<file path="src/rtl/vote_capture_if.sv">
// Ballot handshake bundle between the voting controller (master) and vote_capture (slave).
interface vote_capture_if #(
    parameter int N_CAND = 4
);
    localparam int SEL_W = $clog2(N_CAND);

    logic              ballot_en;
    logic [N_CAND-1:0] btn;
    logic              vote_valid;
    logic [SEL_W-1:0]  vote_sel;
    logic              busy;
    logic              err_multi;

    modport master (
        output ballot_en, btn,
        input  vote_valid, vote_sel, busy, err_multi
    );

    modport slave (
        input  ballot_en, btn,
        output vote_valid, vote_sel, busy, err_multi
    );
endinterface

</file>
<file path="src/rtl/vote_capture.sv">
// Ballot front end: synchronizes/debounces candidate buttons, accepts one vote per armed session.
// Optional VOTE_CAPTURE_MULTI_REJECT_EN: reject multi-button presses with an err_multi pulse.
module vote_capture #(
    parameter int N_CAND          = 4,
    parameter int DEBOUNCE_CYCLES = 16
) (
    input logic           clk,
    input logic           rst_n,
    vote_capture_if.slave bus
);
    localparam int SEL_W = $clog2(N_CAND);
    localparam int CNT_W = $clog2(DEBOUNCE_CYCLES) + 1;
    localparam logic [CNT_W-1:0] CNT_LAST = CNT_W'(DEBOUNCE_CYCLES - 1);

    typedef enum logic [1:0] {
        S_IDLE,
        S_ARMED,
        S_DEBOUNCE,
        S_WAIT_RELEASE
    } state_t;

    function automatic logic [SEL_W-1:0] to_index(input logic [N_CAND-1:0] oh);
        logic [SEL_W-1:0] idx;
        idx = '0;
        for (int i = 0; i < N_CAND; i++) begin
            if (oh[i]) idx = idx | SEL_W'(i);
        end
        return idx;
    endfunction

    logic [N_CAND-1:0] r_sync1;
    logic [N_CAND-1:0] r_btn_s;
    logic              r_ballot_en_q;
    state_t            r_state;
    logic [N_CAND-1:0] r_pattern;
    logic [CNT_W-1:0]  r_cnt;
    logic              r_vote_valid;
    logic [SEL_W-1:0]  r_vote_sel;
    logic              r_voted;
    logic              r_err_multi;

    state_t            w_state_nxt;
    logic [N_CAND-1:0] w_pattern_nxt;
    logic [CNT_W-1:0]  w_cnt_nxt;
    logic              w_vote_valid_nxt;
    logic [SEL_W-1:0]  w_vote_sel_nxt;
    logic              w_voted_nxt;
    logic              w_err_multi_nxt;

    logic              w_arm;
    logic              w_btn_any;
    logic              w_btn_onehot;

    assign w_arm        = bus.ballot_en & ~r_ballot_en_q;
    assign w_btn_any    = |r_btn_s;
    assign w_btn_onehot = w_btn_any && ((r_btn_s & (r_btn_s - N_CAND'(1))) == '0);

`ifndef VOTE_CAPTURE_MULTI_REJECT_EN
    logic [N_CAND-1:0] w_btn_lowest;
    assign w_btn_lowest = r_btn_s & (~r_btn_s + N_CAND'(1));
`endif

    // NOTE: sequential state uses non-blocking (<=) so every flop samples pre-edge values.
    always_ff @(posedge clk or negedge rst_n) begin
        if (!rst_n) begin
            r_sync1       <= '0;
            r_btn_s       <= '0;
            r_ballot_en_q <= 1'b0;
        end else begin
            r_sync1       <= bus.btn;
            r_btn_s       <= r_sync1;
            r_ballot_en_q <= bus.ballot_en;
        end
    end

    always_ff @(posedge clk or negedge rst_n) begin
        if (!rst_n) begin
            r_state      <= S_IDLE;
            r_pattern    <= '0;
            r_cnt        <= '0;
            r_vote_valid <= 1'b0;
            r_vote_sel   <= '0;
            r_voted      <= 1'b0;
            r_err_multi  <= 1'b0;
        end else begin
            r_state      <= w_state_nxt;
            r_pattern    <= w_pattern_nxt;
            r_cnt        <= w_cnt_nxt;
            r_vote_valid <= w_vote_valid_nxt;
            r_vote_sel   <= w_vote_sel_nxt;
            r_voted      <= w_voted_nxt;
            r_err_multi  <= w_err_multi_nxt;
        end
    end

    always_comb begin
        // NOTE: every output gets a default first so no path leaves a latch behind.
        w_state_nxt      = r_state;
        w_pattern_nxt    = r_pattern;
        w_cnt_nxt        = r_cnt;
        w_vote_valid_nxt = 1'b0;
        w_vote_sel_nxt   = r_vote_sel;
        w_voted_nxt      = r_voted;
        w_err_multi_nxt  = 1'b0;

        unique case (r_state)
            S_IDLE: begin
                if (w_arm) w_state_nxt = S_ARMED;
            end

            S_ARMED: begin
                if (!bus.ballot_en) begin
                    w_state_nxt = S_IDLE;
                end else if (w_btn_onehot) begin
                    w_pattern_nxt = r_btn_s;
                    w_cnt_nxt     = '0;
                    w_state_nxt   = S_DEBOUNCE;
                end else if (w_btn_any) begin
`ifdef VOTE_CAPTURE_MULTI_REJECT_EN
                    w_err_multi_nxt = 1'b1;
                    w_voted_nxt     = 1'b0;
                    w_state_nxt     = S_WAIT_RELEASE;
`else
                    // Debounce the lowest button; the raw pattern must still settle to match it.
                    w_pattern_nxt = w_btn_lowest;
                    w_cnt_nxt     = '0;
                    w_state_nxt   = S_DEBOUNCE;
`endif
                end
            end

            S_DEBOUNCE: begin
                // Abort is checked first so it beats a completing count on the same edge.
                if (!bus.ballot_en) begin
                    w_cnt_nxt   = '0;
                    w_state_nxt = S_IDLE;
                end else if (r_btn_s != r_pattern) begin
                    w_cnt_nxt   = '0;
                    w_state_nxt = S_ARMED;
                end else if (r_cnt != CNT_LAST) begin
                    w_cnt_nxt = r_cnt + CNT_W'(1);
                end else begin
                    w_vote_valid_nxt = 1'b1;
                    w_vote_sel_nxt   = to_index(r_pattern);
                    w_voted_nxt      = 1'b1;
                    w_cnt_nxt        = '0;
                    w_state_nxt      = S_WAIT_RELEASE;
                end
            end

            S_WAIT_RELEASE: begin
                if (!w_btn_any) begin
                    if (!r_voted && bus.ballot_en) w_state_nxt = S_ARMED;
                    else                           w_state_nxt = S_IDLE;
                end
            end

            default: w_state_nxt = S_IDLE;
        endcase
    end

    assign bus.vote_valid = r_vote_valid;
    assign bus.vote_sel   = r_vote_sel;
    assign bus.busy       = (r_state != S_IDLE);
    assign bus.err_multi  = r_err_multi;

endmodule
</file>
<file path="src/flat_wrapper.sv">
// flat-port wrapper written by rule: the top's interface ports become plain ports
module vote_capture_flat 
#(
    parameter int N_CAND          = 4,
    parameter int DEBOUNCE_CYCLES = 16
)
  (clk, rst_n, bus_ballot_en, bus_btn, bus_vote_valid, bus_vote_sel, bus_busy, bus_err_multi);
  vote_capture_if #(.N_CAND(N_CAND)) bus_i ();
  input logic clk;
  input logic rst_n;
  input wire logic [$bits(bus_i.ballot_en)-1:0] bus_ballot_en;
  input wire logic [$bits(bus_i.btn)-1:0] bus_btn;
  output wire logic [$bits(bus_i.vote_valid)-1:0] bus_vote_valid;
  output wire logic [$bits(bus_i.vote_sel)-1:0] bus_vote_sel;
  output wire logic [$bits(bus_i.busy)-1:0] bus_busy;
  output wire logic [$bits(bus_i.err_multi)-1:0] bus_err_multi;
  assign bus_i.ballot_en = bus_ballot_en;
  assign bus_i.btn = bus_btn;
  assign bus_vote_valid = bus_i.vote_valid;
  assign bus_vote_sel = bus_i.vote_sel;
  assign bus_busy = bus_i.busy;
  assign bus_err_multi = bus_i.err_multi;
  vote_capture #(.N_CAND(N_CAND), .DEBOUNCE_CYCLES(DEBOUNCE_CYCLES)) u_core (.clk(clk), .rst_n(rst_n), .bus(bus_i));
endmodule
</file>
<file path="config.mk">
export PLATFORM = sky130hd
export DESIGN_NAME = vote_capture_flat
export DESIGN_NICKNAME = d
export VERILOG_FILES = /design/src/rtl/vote_capture_if.sv /design/src/rtl/vote_capture.sv /design/src/flat_wrapper.sv
export SDC_FILE = /design/constraint.sdc
export NUM_CORES = 1
export LEC_CHECK = 0
export CAP_MARGIN = 5
export CORE_UTILIZATION = 40
export DETAILED_ROUTE_END_ITERATION = 12
export PLACE_DENSITY = 0.68
export SETUP_SLACK_MARGIN = 0.1
export SLEW_MARGIN = 20
export SYNTH_ARGS = -nofsm -noshare
export SYNTH_HDL_FRONTEND = slang
export SYNTH_SLANG_ARGS = --single-unit
export TNS_END_PERCENT = 5
</file>
<file path="constraint.sdc">
create_clock -name clk -period 2.99 [get_ports clk]
set_clock_uncertainty 0.2 [all_clocks]
set_input_delay 0.7475 -clock clk [delete_from_list [all_inputs] [get_ports clk]]
set_output_delay 0.7475 -clock clk [all_outputs]
set_load 0.03 [all_outputs]
</file>
## Yosys cells after proc, flatten, opt, wreduce, memory -nomap -nowiden

Index checks and enable logic that the tools add are counted.

- Register bits after elaboration: 24
- Logic and storage cells: 69
- Input bits: 7
- Output and inout port bits: 5

- Bitwise logic cells: 7
- Multiplexer cells: 26
- $add $sub $neg: 3
- Eq/ne operators: 11
- Reductions and logical operators: 13

Operators by type and width:

| operator | count |
|---|---|
| $mux 5 | 6 |
| $mux 2 | 10 |
| $pmux 5 s2 | 1 |
| $and 4x4->4 | 2 |
| $mux 4 | 2 |
| $pmux 2 s4 | 1 |
| $reduce_and 4->1 | 2 |
| $mux 1 | 6 |
| $reduce_and 3->1 | 2 |
| $reduce_bool 2->1 | 3 |
| $add 5x1->5 const B | 1 |
| $ne 5x4->1 const B | 1 |
| $add 4x1->4 const B | 1 |
| $eq 2x2->1 const B | 2 |
| $logic_not 4->1 | 1 |
| $ne 2x2->1 const B | 2 |
| $ne 4x2->1 const B | 1 |
| $ne 4x3->1 const B | 1 |
| $ne 4x4->1 | 1 |
| $not 4->4 | 1 |
| $reduce_or 4->1 | 1 |
| $sub 4x1->4 const B | 1 |
| $ne 3x1->1 const B | 1 |
| $not 1->1 | 3 |
| other kinds (6) | 7 |

## Logic depth before layout (Yosys ltp)

Gate-level depths: netlist (run 1).

- Word-level depth: 7
- Depth in mapped cells: 6
- Gate-level depth less buffers: 6

## Least setup slack after synthesis (run 1)

No wires, ideal clock.

- Path kind: register to register
- Start: register u_core.r_btn_s[0]
- End: register u_core.r_state[1]
- Path slack: 0.892 ns
- Arrival time: 1.807 ns
- Buffers on the path: 0
- Period minus slack after synthesis: 2.098 ns
- Stages on the path, launching flop included: 5
- Required time: 2.700 ns
- Cell sequence: dfrtp_1 nor4_2 mux2_4 or4_1 o221ai_1

- Longest elaborated chain between the ends: 7
- Elaborated cells on any way between the ends: 15

Ends and longest elaborated chain:

| element | line | text |
|---|---|---|
| start: declaration | vote_capture.sv:32 | `logic [N_CAND-1:0] r_btn_s;` |
| start signal: assignment | vote_capture.sv:71 | `r_btn_s <= r_sync1;` |
| $sub 4x1->4 | vote_capture.sv:56 | `assign w_btn_onehot = w_btn_any && ((r_btn_s & (r_btn_s - N_CAND'(1))) == '0);` |
| $and 4x4->4 | vote_capture.sv:56 |  |
| $logic_not 4->1 | vote_capture.sv:56 |  |
| $logic_and 1x1->1 | vote_capture.sv:56 |  |
| $mux 2 | vote_capture.sv:114 | `end else if (w_btn_onehot) begin` |
| $mux 2 | vote_capture.sv:112 | `if (!bus.ballot_en) begin` |
| $pmux 2 s4 | vote_capture.sv:106 | `unique case (r_state)` |
| end signal: assignment | vote_capture.sv:86 | `r_state <= w_state_nxt;` |
| end: declaration | vote_capture.sv:34 | `state_t r_state;` |

Several ways; a longest one is shown, not always the timed one.
A chain may end at the register's enable or synchronous reset.

## Worst setup path in the final report (run 1)

- Start: register u_core.r_state[0]
- End: output bus_busy

- Longest elaborated chain between the ends: 1

Ends and longest elaborated chain:

| element | line | text |
|---|---|---|
| $reduce_bool 2->1 | vote_capture.sv:164 | `assign bus.busy = (r_state != S_IDLE);` |
| end: declaration | flat_wrapper.sv:15 | `output wire logic [$bits(bus_i.busy)-1:0] bus_busy;` |

Every way passes these cells.

==> results of run 1 <==
through the flow:
step                total power [mW]  cells  utilization, %
global route                   1.011    149           50.93
floorplan                     0.6786    105               -
finish                        0.9309    149           50.93
global placement              0.7670    145           49.51
detailed placement            0.7724    145           49.51
CTS                           0.9414    149           50.93
layout make-up:
type	instances	area, um2
Multi-Input combinational cell	69	484.2
Sequential cell	24	600.6
Timing Repair Buffer	11	107.6
Fill cell	224	1260
Clock buffer	4	36.28
Tap cell	30	37.54
Inverter	11	41.29
Yosys cell counts:
| library cell | number | area [um2] |
|---|---|---|
| o22ai_1 | 1 | 6.260 |
| nor2b_1 | 2 | 12.51 |
| ha_1 | 6 | 75.07 |
| nor4_1 | 1 | 6.260 |
| o221ai_1 | 1 | 8.760 |
| and4b_1 | 1 | 10.01 |
| nand2_1 | 10 | 37.54 |
| a2bb2oi_2 | 1 | 15.01 |
| nand4b_1 | 1 | 8.760 |
| nor3_2 | 1 | 10.01 |
| a21oi_1 | 5 | 25.02 |
| a31oi_1 | 2 | 12.51 |
| mux2_4 | 1 | 15.01 |
| and2_1 | 2 | 12.51 |
| or3_1 | 2 | 12.51 |
| nor2_1 | 3 | 11.26 |
| nand2b_1 | 2 | 12.51 |
| or4_1 | 1 | 7.510 |
| a211oi_1 | 1 | 7.510 |
| and2_0 | 1 | 6.260 |
| mux2i_1 | 3 | 30.03 |
| nand4_1 | 2 | 12.51 |
| o21ai_0 | 3 | 15.01 |
| buf_4 | 1 | 7.510 |
| nand3_1 | 4 | 20.02 |
| xor2_1 | 4 | 35.03 |
| a21o_1 | 1 | 7.510 |
| inv_1 | 11 | 41.29 |
| conb_1 | 1 | 3.750 |
| nor3_1 | 1 | 5.000 |
| nor4_2 | 1 | 12.51 |
| o31ai_1 | 3 | 22.52 |
| dfrtp_1 | 24 | 600.6 |
| o211ai_1 | 1 | 7.510 |
final timing paths:
| path | from | end | slack (ps) | cells after the start |
|---|---|---|---|---|
| min reg2reg | u_core.r_sync1[3] | u_core.r_btn_s[3] | 160 | 0 |
| min | u_core.r_sync1[3] | u_core.r_btn_s[3] | 160 | 0 |
| min in group asynchronous | rst_n | u_core.r_cnt[1] | 570 | 2 |
| max | u_core.r_state[0] | bus_busy | 260 | 4 |
| max reg2reg | u_core.r_btn_s[0] | u_core.r_state[1] | 730 | 4 |
| max in group asynchronous | rst_n | u_core.r_pattern[1] | 1780 | 2 |
cell families after synthesis:
| group | count (synthesis) |
|---|---|
| other cells | 1 |
| mux | 4 |
| fa+ha+maj | 6 |
| xor+xnor | 4 |
| flops | 24 |
| compound gates | 19 |
| simple gates | 35 |
| buf+inv | 12 |
registers in the layout (all words and copies together), names as in the netlist:
name and cells:
u_core.bus.vote_sel 2, u_core.bus.vote_valid 1, u_core.r_ballot_en_q 1, u_core.r_btn_s 4, u_core.r_cnt 5, u_core.r_pattern 4
u_core.r_state 2, u_core.r_sync1 4, u_core.r_voted 1
metal layers:
metal	global-route usage (%)	wire (um)	vias up	part of all wire (%)
li1	-	-	391	-
met1	15.76	824	382	46
met4	2.857	0	0	0
met3	5.152	91	0	5.1
met2	23.06	870	15	49
met5	0	0	-	0
power by group through the flow:
stage	clock network [mW]	registers [mW]	logic, mW
finish	0.165	0.411	0.355
detailed placement	0	0.418	0.355
CTS	0.175	0.411	0.356
global route	0.186	0.419	0.406
floorplan	0	0.407	0.272
global placement	0	0.417	0.350
critical path: cells and delay by family, from the launching register on:
family     cells  cell delay [ps]
buf+inv        3              810
flops          1              420
fa+ha+maj      1              230
==> metrics.txt, run 1 <==
maximum clock path buffer count 2; post-synthesis xor/xnor area fraction 3.091%; minimum clock period 2727 ps; Initial DRT Pass Iterations 4; Int Power 589.7 uW; syn nets 118; gr ovfl total 0; GRT Overall Usage 13.37%; Peak VDD IR 0.0004038 V; routed vias 788; final setup vio count 0; Final Cell Area 0.001308 mm2; CTS root buf clkbuf_4; pwr dens 712.0 mW/mm2; Post-CTS Setup Repair Bufs 0; Rel. slew slack 62.25%; most frequent cells in the layout dfrtp_1, inv_1, nand2_1, clkdlybuf4s50_1, ha_1; dpl ws 254.7 ps; post-synthesis simple-gate area fraction 17.44%; vias in the first global route 761; layout cells sized above 1 7.563%; CP endpoint kind primary output; CTS Buf Count 3; total wire length 1.786 mm; sequential area share after synthesis 52.98%; setup tns final 0 ps; most used cell, CP inv_1; yosys warns 0; RD Place Congestion 0.7746; NetSw 341.2 uW; Hold Slack 160.7 ps; synthesized cell area 0.001134 mm2; RSZ-0062 raised after global routing false; Tcrit/Tclk final 91.19%; LEAKAGE 0.6157 nW; fin. max-slew vios 0; mux cell area share after synthesis 3.974%; WP data required 2040 ps; cells after synthesis 105; Remaining DRCs 0; largest family of logic cells by synthesized area simple AND/OR/NAND/NOR gates; Clock power frac 17.7%; die width 55.24 um; Slew @ Worst Pin 563.2 ps; Worst path slowest cell clkdlybuf4s50_1; FF+latch count, synth 24; Cell Rows 18; Final nets 133; Antenna Diode Count 0; Initial Utilization 44.15%; die height 55.24 um; TritonCTS Sinks 24; MaxCap Viol Count 0; maximum clock frequency 0.3667 GHz; CTS Hold Bufs 0; Clk pin slew, worst setup/hold paths 130 ps; critical path startpoint category flop; largest net degree at the start of global routing 25; post-DP HPWL 1.367 mm; Final Hold Violating Endpoints 0; Starting DRT DRC Count 11; routed len/inst 11.99 um; first-pass GRT wire length 3.270 mm; CP cell instances inv_1 > ha_1 > inv_1 > clkdlybuf4s50_1; clock latency on the worst-skew pair 310 ps; initial antenna violation count 0; DR vias/cell 5.289; Placed Area 0.001271 mm2; Comb pwr share 38.2%; core area 0.002567 mm2; Area growth syn-to-layout 15.34%; commonest non-fill, non-tap cell in the layout dfrtp_1; critical path class reg -> out; sequential share of power 44.2%; average size of a mapped cell 10.80 um2; # resized after CTS 0; Critical Path Fanout Max 4; final worst slack 263.3 ps; Synth Area in Compound Gates 11.26%; synth unique cells 34; min-delay worst type reg -> reg; # IOs 12; max incr delay on CP 650 ps; worst path arrival time 1780 ps; status finished clean; sw frac 36.66%; full die area 0.003051 mm2; input/output buffers 10; Antenna Nets Post-Route 0; TritonCTS clock tree done; H-Tree Depth 1; Synth Area in Adders 6.623%
Note: power is estimated with default switching activity, not from simulation.
==> inputs of run 2 (changes only) <==
--- a/config.mk
+++ b/config.mk
@@ -6,9 +6,9 @@
 export NUM_CORES = 1
 export LEC_CHECK = 0
 export CAP_MARGIN = 5
-export CORE_UTILIZATION = 40
+export CORE_UTILIZATION = 43
 export DETAILED_ROUTE_END_ITERATION = 12
-export PLACE_DENSITY = 0.68
+export PLACE_DENSITY = 0.71
 export SETUP_SLACK_MARGIN = 0.1
 export SLEW_MARGIN = 20
 export SYNTH_ARGS = -nofsm -noshare
==> metrics.txt, run 2 (same netlist as run 1, synthesis figures left out) <==
Largest register FFs 5 (unchanged); critical path class reg -> out; sequential share of power 41.1% (-3.1 points); cell family with most CP delay buffers and inverters; Final Hold Violating Endpoints 0 (unchanged); input/output buffers 10 (unchanged); DR vias/cell 5.309 (+0.38%); CTS Buf Count 3 (unchanged); Clock power frac 23.3% (+5.6 points); Tcrit/Tclk final 90.97% (-0.23 points); CP endpoint kind primary output; GRT Overall Usage 16.15% (+2.8 points); Starting DRT DRC Count 17 (+6); fin. max-slew vios 0 (unchanged); Fillers 227 (+1.3%); commonest non-fill, non-tap cell in the layout dfrtp_1; Initial DRT Pass Iterations 4 (unchanged); Int Power 650.6 uW (+10%); clock latency on the worst-skew pair 310 ps (about the same); setup tns final 0 ps (unchanged); Antenna Diode Count 0 (unchanged); final design utilization 53.43% (+2.5 points); total wire length 1.905 mm (+6.7%); worst path arrival time 1770 ps (about the same); NetSw 356.1 uW (+4.4%); MaxCap Viol Count 0 (unchanged); pwr dens 760.5 mW/mm2 (+6.8%); max incr delay on CP 660 ps (about the same); most frequent cells in the layout dfrtp_1, inv_1, nand2_1, clkdlybuf4s50_1, ha_1; LEAKAGE 0.6226 nW (+1.1%); CTS Hold Bufs 0 (unchanged); Comb pwr share 35.6% (-2.6 points); status finished clean; TritonCTS Sinks 24 (unchanged); die height 53.35 um (-3.4%); CP cell instances inv_1 > ha_1 > inv_1 > clkdlybuf4s50_1; die width 53.35 um (-3.4%); Post-CTS Setup Repair Bufs 0 (unchanged); post-DP HPWL 1.448 mm (+6.0%); Clk pin slew, worst setup/hold paths 130 ps (about the same); WP data required 2040 ps (about the same); full die area 0.002846 mm2 (-6.7%); Initial Utilization 45.76% (+1.6 points); vias in the first global route 730 (-4.1%); routed vias 791 (+0.38%); Crit path buffers/inverters 3 (unchanged); TritonCTS clock tree done; Worst path slowest cell clkdlybuf4s50_1; Rel. slew slack 60.62% (-1.6 points); Remaining DRCs 0 (unchanged); Slew @ Worst Pin 587.4 ps (+24.25 ps); critical path startpoint category flop; Cell Rows 18 (unchanged); # resized after CTS 0 (unchanged); min-delay worst type reg -> reg; routed len/inst 12.79 um (+6.7%); H-Tree Depth 1 (unchanged); maximum clock path buffer count 2 (unchanged); first-pass GRT wire length 3.194 mm (-2.3%); layout cells sized above 1 7.563% (unchanged); Critical Path Fanout Max 4 (unchanged); Antenna Nets Post-Route 0 (unchanged); Final nets 133 (unchanged); Area growth syn-to-layout 16.78%; CTS root buf clkbuf_4; largest net degree at the start of global routing 25 (unchanged); minimum clock period 2720 ps (-6.779 ps); RD Place Congestion 0.8080 (+4.3%); Peak VDD IR 0.0003854 V (-4.6%); Most flops, register u_core.r_cnt; sw frac 35.37% (-1.3 points); most used cell, CP inv_1; final setup vio count 0 (unchanged); RSZ-0062 raised after global routing false; maximum clock frequency 0.3677 GHz (+0.25%); # IOs 12 (unchanged); gr ovfl total 0 (unchanged); core area 0.002477 mm2 (-3.5%); initial antenna violation count 0 (unchanged)
==> run 2: cell count changes in the layout (fill, tap and decap cells not counted), sizes merged <==
cell    delta
bufinv     +1
clkbuf     -1
==> run 2: metrics by stage <==
step                      cell area [um2]  power (mW)  hold WS (ps)  std cells  setup WS, ps
after floorplan                      1134      0.6786         131.2        105         892.1
after global placement               1271      0.7631         132.0        145         327.4
final                                1324       1.007         165.5        149         270.1
after CTS                            1324       1.018         166.9        149         241.6
after global routing                 1324       1.070         179.2        149         164.3
after detailed placement             1271      0.7804         135.8        145         272.2
==> run 2: final timing paths <==
check	from	to	slack [ps]	depth (start not counted)
max in group asynchronous	rst_n	u_core.r_btn_s[3]	1800	2
min in group asynchronous	rst_n	u_core.r_cnt[4]	560	2
hold reg to reg	u_core.r_sync1[3]	u_core.r_btn_s[3]	170	0
setup reg to reg	u_core.r_btn_s[0]	u_core.r_state[1]	690	4
setup / recovery	u_core.r_state[0]	bus_busy	270	4
hold / removal	u_core.r_sync1[3]	u_core.r_btn_s[3]	170	0
==> run 2: power groups by stage <==
stage	clock (mW)	combinational [mW]	sequential, mW
floorplan	0	0.272	0.407
global placement	0	0.347	0.416
detailed placement	0	0.361	0.420
CTS	0.243	0.360	0.414
global route	0.255	0.396	0.419
finish	0.234	0.358	0.414
==> run 2: cell type report <==
class / instances / area, um2 / area share [%]
repair buffers: 11 / 107.6 / 8.129
well taps: 30 / 37.54 / 2.836
flip-flops and latches: 24 / 600.6 / 45.37
clock buffers: 3 / 22.52 / 1.701
multi-input cells: 69 / 484.2 / 36.58
clock inverters: 1 / 30.03 / 2.268
inverters: 11 / 41.29 / 3.119
==> run 2: layer usage <==
layer	GRT usage (%)	vias to the layer above	routed length, um
met5	0	-	0
met4	6.579	0	26
met3	4.310	4	51
met2	27.92	14	926
met1	18.54	384	901
li1	-	389	-
